**config.mk**
```make
export PLATFORM = sky130hd
export DESIGN_NAME = dual_mode_buffer_flat
export DESIGN_NICKNAME = d
export VERILOG_FILES = /design/src/rtl/dual_mode_buffer_if.sv /design/src/rtl/dual_mode_buffer.sv /design/src/flat_wrapper.sv
export SDC_FILE = /design/constraint.sdc
export NUM_CORES = 1
export LEC_CHECK = 0
export ABC_AREA = 0
export CAP_MARGIN = 20
export CORE_MARGIN = 2
export CORE_UTILIZATION = 35
export DETAILED_ROUTE_END_ITERATION = 8
export MAX_ROUTING_LAYER = met4
export SYNTH_ARGS = -nofsm -noshare
export SYNTH_HDL_FRONTEND = slang
export SYNTH_SLANG_ARGS = --single-unit
```
**constraint.sdc**
```tcl
create_clock -name Clk -period 2.85 [get_ports Clk]
set_clock_uncertainty 0.05 [all_clocks]
set_input_delay 0.285 -clock Clk [delete_from_list [all_inputs] [get_ports Clk]]
set_output_delay 0.285 -clock Clk [all_outputs]
set_load 0.02 [all_outputs]
```
**src/rtl/dual_mode_buffer_if.sv**
```systemverilog
// Bus bundle for dual_mode_buffer: control, data and status signals.
// master drives requests and data, slave drives data and status back.
interface dual_mode_buffer_if #(
   parameter int WIDTH = 8,
   parameter int DEPTH = 8
);
   localparam int AW = $clog2(DEPTH);

   logic             EN;
   logic             mode;
   logic             WR;
   logic             RD;
   logic [WIDTH-1:0] dataIn;
   logic [WIDTH-1:0] dataOut;
   logic             valid_out;
   logic             EMPTY;
   logic             FULL;
   logic [AW:0]      count;
   logic             mode_act;
   logic             OVF;
   logic             UDF;

   modport master (
      output EN, mode, WR, RD, dataIn,
      input  dataOut, valid_out, EMPTY, FULL,
      input  count, mode_act, OVF, UDF
   );

   modport slave (
      input  EN, mode, WR, RD, dataIn,
      output dataOut, valid_out, EMPTY, FULL,
      output count, mode_act, OVF, UDF
   );
endinterface

```
**src/rtl/dual_mode_buffer.sv**
```systemverilog
// FIFO/LIFO buffer with registered read data and mode latched when empty.
// Define DUAL_MODE_BUFFER_ERR_EN to build sticky OVF/UDF error flags.
module dual_mode_buffer #(
   parameter int WIDTH = 8,
   parameter int DEPTH = 8
) (
   input logic              Clk,
   input logic              Rst,
   dual_mode_buffer_if.slave bus
);
   localparam int AW = $clog2(DEPTH);
   localparam logic [AW:0] DEPTH_C = (AW+1)'(DEPTH);

   logic [WIDTH-1:0] mem_q [DEPTH];

   logic [AW-1:0]    wr_ptr_q, wr_ptr_d;
   logic [AW-1:0]    rd_ptr_q, rd_ptr_d;
   logic [AW:0]      sp_q, sp_d;
   logic [AW:0]      cnt_q, cnt_d;
   logic [WIDTH-1:0] dout_q, dout_d;
   logic             vld_q, vld_d;
   logic             mode_q, mode_d;

   logic             empty;
   logic             full;
   logic             lifo;
   logic             rd_acc;
   logic             wr_acc;
   logic [AW:0]      sp_m1;
   logic [AW-1:0]    rd_addr;
   logic [AW-1:0]    wr_addr;

   assign empty  = (cnt_q == '0);
   assign full   = (cnt_q == DEPTH_C);
   // An empty buffer already runs in the newly requested mode on this edge.
   assign lifo   = empty ? bus.mode : mode_q;
   assign rd_acc = bus.EN & bus.RD & ~empty;
   assign wr_acc = bus.EN & bus.WR & (~full | rd_acc);
   assign sp_m1  = sp_q - 1'b1;

   // Address selection; a LIFO push+pop replaces the top entry in place.
   always_comb begin
      rd_addr = rd_ptr_q;
      wr_addr = wr_ptr_q;
      if (lifo) begin
         rd_addr = sp_m1[AW-1:0];
         wr_addr = rd_acc ? sp_m1[AW-1:0] : sp_q[AW-1:0];
      end
   end

   // Next-state for pointers, count, read data and mode.
   always_comb begin
      wr_ptr_d = wr_ptr_q;
      rd_ptr_d = rd_ptr_q;
      sp_d     = sp_q;
      cnt_d    = cnt_q;
      dout_d   = dout_q;
      vld_d    = rd_acc;
      mode_d   = mode_q;
      if (bus.EN && empty)
         mode_d = bus.mode;
      if (rd_acc)
         dout_d = mem_q[rd_addr];
      if (!lifo) begin
         if (wr_acc) wr_ptr_d = wr_ptr_q + 1'b1;
         if (rd_acc) rd_ptr_d = rd_ptr_q + 1'b1;
      end else begin
         if (wr_acc && !rd_acc) sp_d = sp_q + 1'b1;
         if (rd_acc && !wr_acc) sp_d = sp_m1;
      end
      unique case ({wr_acc, rd_acc})
         2'b10:   cnt_d = cnt_q + 1'b1;
         2'b01:   cnt_d = cnt_q - 1'b1;
         default: cnt_d = cnt_q;
      endcase
   end

   // State register with synchronous reset.
   always_ff @(posedge Clk) begin
      if (Rst) begin
         wr_ptr_q <= '0;
         rd_ptr_q <= '0;
         sp_q     <= '0;
         cnt_q    <= '0;
         dout_q   <= '0;
         vld_q    <= 1'b0;
         mode_q   <= bus.mode;
      end else begin
         wr_ptr_q <= wr_ptr_d;
         rd_ptr_q <= rd_ptr_d;
         sp_q     <= sp_d;
         cnt_q    <= cnt_d;
         dout_q   <= dout_d;
         vld_q    <= vld_d;
         mode_q   <= mode_d;
      end
   end

   // Storage array, not reset; a write coinciding with reset is dropped.
   always_ff @(posedge Clk) begin
      if (wr_acc && !Rst)
         mem_q[wr_addr] <= bus.dataIn;
   end

   assign bus.dataOut   = dout_q;
   assign bus.valid_out = vld_q;
   assign bus.EMPTY     = empty;
   assign bus.FULL      = full;
   assign bus.count     = cnt_q;
   assign bus.mode_act  = mode_q;

`ifdef DUAL_MODE_BUFFER_ERR_EN
   logic ovf_q, ovf_d;
   logic udf_q, udf_d;

   // Sticky error flags: rejected write on full, read on empty.
   always_comb begin
      ovf_d = ovf_q | (bus.EN & bus.WR & full & ~rd_acc);
      udf_d = udf_q | (bus.EN & bus.RD & empty);
   end

   // Error flag register, cleared only by reset.
   always_ff @(posedge Clk) begin
      if (Rst) begin
         ovf_q <= 1'b0;
         udf_q <= 1'b0;
      end else begin
         ovf_q <= ovf_d;
         udf_q <= udf_d;
      end
   end

   assign bus.OVF = ovf_q;
   assign bus.UDF = udf_q;
`else
   assign bus.OVF = 1'b0;
   assign bus.UDF = 1'b0;
`endif
endmodule

```
**src/flat_wrapper.sv**
```systemverilog
// flat-port wrapper written by rule: the top's interface ports become plain ports
module dual_mode_buffer_flat 
#(
   parameter int WIDTH = 8,
   parameter int DEPTH = 8
)
  (Clk, Rst, bus_EN, bus_mode, bus_WR, bus_RD, bus_dataIn, bus_dataOut, bus_valid_out, bus_EMPTY, bus_FULL, bus_count, bus_mode_act, bus_OVF, bus_UDF);
  dual_mode_buffer_if #(.WIDTH(WIDTH), .DEPTH(DEPTH)) bus_i ();
  input logic Clk;
  input logic Rst;
  input wire logic [$bits(bus_i.EN)-1:0] bus_EN;
  input wire logic [$bits(bus_i.mode)-1:0] bus_mode;
  input wire logic [$bits(bus_i.WR)-1:0] bus_WR;
  input wire logic [$bits(bus_i.RD)-1:0] bus_RD;
  input wire logic [$bits(bus_i.dataIn)-1:0] bus_dataIn;
  output wire logic [$bits(bus_i.dataOut)-1:0] bus_dataOut;
  output wire logic [$bits(bus_i.valid_out)-1:0] bus_valid_out;
  output wire logic [$bits(bus_i.EMPTY)-1:0] bus_EMPTY;
  output wire logic [$bits(bus_i.FULL)-1:0] bus_FULL;
  output wire logic [$bits(bus_i.count)-1:0] bus_count;
  output wire logic [$bits(bus_i.mode_act)-1:0] bus_mode_act;
  output wire logic [$bits(bus_i.OVF)-1:0] bus_OVF;
  output wire logic [$bits(bus_i.UDF)-1:0] bus_UDF;
  assign bus_i.EN = bus_EN;
  assign bus_i.mode = bus_mode;
  assign bus_i.WR = bus_WR;
  assign bus_i.RD = bus_RD;
  assign bus_i.dataIn = bus_dataIn;
  assign bus_dataOut = bus_i.dataOut;
  assign bus_valid_out = bus_i.valid_out;
  assign bus_EMPTY = bus_i.EMPTY;
  assign bus_FULL = bus_i.FULL;
  assign bus_count = bus_i.count;
  assign bus_mode_act = bus_i.mode_act;
  assign bus_OVF = bus_i.OVF;
  assign bus_UDF = bus_i.UDF;
  dual_mode_buffer #(.WIDTH(WIDTH), .DEPTH(DEPTH)) u_core (.Clk(Clk), .Rst(Rst), .bus(bus_i));
endmodule
```
==> flow_summary.json <==
{
  "vias": 2472,
  "irDropWorstVdd_uv": 280,
  "post-synth-top-count-cell": "edfxtp_1",
  "seq_area_sq_um": 2390,
  "endpoint_kind": "register",
  "fp.dieH_microns": 108,
  "grt_usage_pct": 15.0,
  "synth.top_cell.area_share_pct": 51.5,
  "synth_common_cells": "65 x edfxtp_1, 43 x nand2_1, 35 x nor2_1",
  "nNetsFinal": 375,
  "powerDensity_nw_per_um2": 647,
  "overflow": 0,
  "die_x_microns": 108,
  "layout_setup_ws_ns": 0.227,
  "drive_above_1_share_pct": 13.6,
  "max_freq_mhz": 381,
  "cts_buffer_depth": 2,
  "place_ws_ns": 0.113,
  "p_leak_nw": 1.67,
  "drt_iter0_drc": 126,
  "cts_made_buffers": 9,
  "drc": 0,
  "finalSetupViolCount": 0,
  "ys.flop_type": "edfxtp_1",
  "rows": 38,
  "syn_to_final_growth_pct": 20.7,
  "clockRootBuffer": "clkbuf_8",
  "worstSetupStartpoint": "u_core.bus.count[3]",
  "synth_area_sq_um": 3790,
  "dieArea_sq_um": 11700,
  "synth_cell_types": 41,
  "rsz0062_at_grt": "false",
  "crit_path_start_kind": "register",
  "ioPinCount": 32,
  "critPathRequiredTime_ns": 3.06,
  "synth_top_area_cell": "edfxtp_1",
  "cts_tree": "done",
  "grt_max_degree": 33,
  "portBuffers": 29,
  "cts_sinks": 87,
  "hpwl_microns": 5290,
  "rr_endpoint": "u_core.bus.dataOut[1]",
  "crit_path_end": "u_core.bus.dataOut[1]",
  "dr.pass1.iters": 4,
  "htree_levels": 3,
  "grt_pass1_vias": 2462,
  "finalHoldViolations": 0,
  "drv_cap": 0,
  "r2r_slack_ns": 0.23,
  "drt-vias-per-instance": 4.95,
  "critPathArrivalTime_ns": 2.84,
  "initial_core_util_pct": 35.5,
  "routedWlPerCell_microns": 15.7,
  "totalWireLength_microns": 7850,
  "clkSlewWorstSetupHoldPaths_ns": 0.09,
  "synthTopCellsByArea": "edfxtp_1 51%, dfxtp_1 12%, mux2i_1 7.4%",
  "yosysWarnings": 0,
  "relSlewSlack_pct": 65.3,
  "antennaDiodeCount": 0,
  "postCtsHoldBufs": 0,
  "clock_latency_ns": 0.36,
  "nFillCells": 1009,
  "worst_pin_slew_ns": 0.517,
  "ys_seq_area_share_pct": 63.1,
  "grt_pass1_wl_microns": 12600,
  "min_period_over_period_pct": 92.0,
  "final.setup.tns_ns": 0,
  "fin_crit_ns": 2.62,
  "critPathKind": "register to register",
  "crit_fanout": 32,
  "fin_util_pct": 42.8,
  "final_antenna_net_count": 0,
  "core_area_sq_um": 10700,
  "r2r_start": "u_core.bus.count[3]",
  "multi_input_area_sq_um": 1310,
  "r2r_cells": 6,
  "hp-class": "register to register",
  "gp_congestion": 0.775,
  "antenna_found_initial": 0,
  "synth-async-reset-ratio_pct": 0,
  "status": "finished, final reports clean",
  "slew_violations": 0,
  "synth_edf_count": 65,
  "synth_seq_cells": 87,
  "netlist_instances": 301,
  "syn_area_per_cell_sq_um": 12.6
}
stage by stage:
stage	cell area (sq um)	hold slack, ns	power [W]	cells
3_5_place_dp	4360	0.463	0.00209	483
6_report	4580	0.478	0.00296	499
4_1_cts	4570	0.486	0.00298	499
3_3_place_gp	4360	0.449	0.00208	483
5_1_grt	4580	0.527	0.00311	499
2_1_floorplan	3800	0.334	0.00191	302
critical path: stages, from the launching register on:
cell     delay (ns)
dfxtp_1        0.36
or4_4          0.61
mux2_4         0.40
mux2_4         0.52
mux2i_1        0.24
mux2i_1        0.12
o211a_1        0.21
power breakdown:
part / internal, W / switching, W / leakage [nW] / total (W)
registers: 0.00140 / 0.0000303 / 0.765 / 0.00143
clock network: 0.000439 / 0.000456 / 0.101 / 0.000895
logic: 0.000283 / 0.000356 / 0.800 / 0.000639
worst min path at each step:
stage	startpoint	to	slack [ns]	cells after the start
floorplan	bus_mode	u_core.bus.mode_act	0.33	0
global placement	u_core.wr_ptr_q[2]	u_core.wr_ptr_q[2]	0.45	2
detailed placement	u_core.wr_ptr_q[2]	u_core.wr_ptr_q[2]	0.46	2
CTS	u_core.wr_ptr_q[2]	u_core.wr_ptr_q[2]	0.49	2
global route	bus_mode	u_core.bus.mode_act	0.53	1
finish	u_core.wr_ptr_q[2]	u_core.wr_ptr_q[2]	0.48	2
registers in the layout, indices dropped and copies added (netlist names):
name                  count
u_core.mem_q             64
u_core.bus.dataOut        8
u_core.bus.count          4
u_core.rd_ptr_q           3
u_core.sp_q               3
u_core.wr_ptr_q           3
u_core.bus.mode_act       1
u_core.bus.valid_out      1
final cells by class:
class | instances | area share, %
Clock buffer | 11 | 3.09
Clock inverter | 5 | 1.39
Inverter | 7 | 0.656
Multi-Input combinational cell | 197 | 28.6
Sequential cell | 87 | 52.3
Tap cell | 140 | 3.83
Timing Repair Buffer | 52 | 10.1
what timing repair did:
item,4_1_cts,5_1_grt
buffers inserted,0,0
gates resized for setup,0,3
setup endpoints to repair,0,16
cells by family (layout without fill, tap and decap cells):
group           count (synthesis)  in the layout  synth area share (%)
compound gates                 38             38                  7.62
xor+xnor                       12             12                  2.77
fa+ha+maj                       7              7                  2.51
buf+inv                        18             75                  2.70
flops                          87             87                  63.1
mux                            32             32                  9.07
other cells                     1              2                0.0989
simple gates                  106            106                  12.1
per-layer routing:
layer	GRT usage, %	vias up	share of wire, %	routed length, microns
li1	-	1196	-	-
met1	18.4	1201	45	3540
met2	23.3	54	48	3760
met3	3.68	21	4.4	345
met4	7.42	0	2.6	207
met5	-	-	0	0
cells in the final DEF (no fill, tap or decap), types with 2 or more instances in the layout:
cell type,count
inv_1,6
or3_1,3
o211a_1,8
and2_1,2
nor3b_1,2
clkdlybuf4s50_1,29
dfxtp_1,22
a21o_1,3
ha_1,6
a311oi_1,9
a211oi_1,2
nor2_1,34
mux2_4,2
clkbuf_8,10
inv_6,3
mux2i_1,27
o21ai_0,6
nand3_1,10
nand2_1,43
nand2b_1,4
xnor2_1,9
buf_4,23
xor2_1,3
conb_1,2
a21oi_1,5
edfxtp_1,65
clkinvlp_4,2
nor3_1,2
No activity file was read; power rests on OpenSTA's default activity.
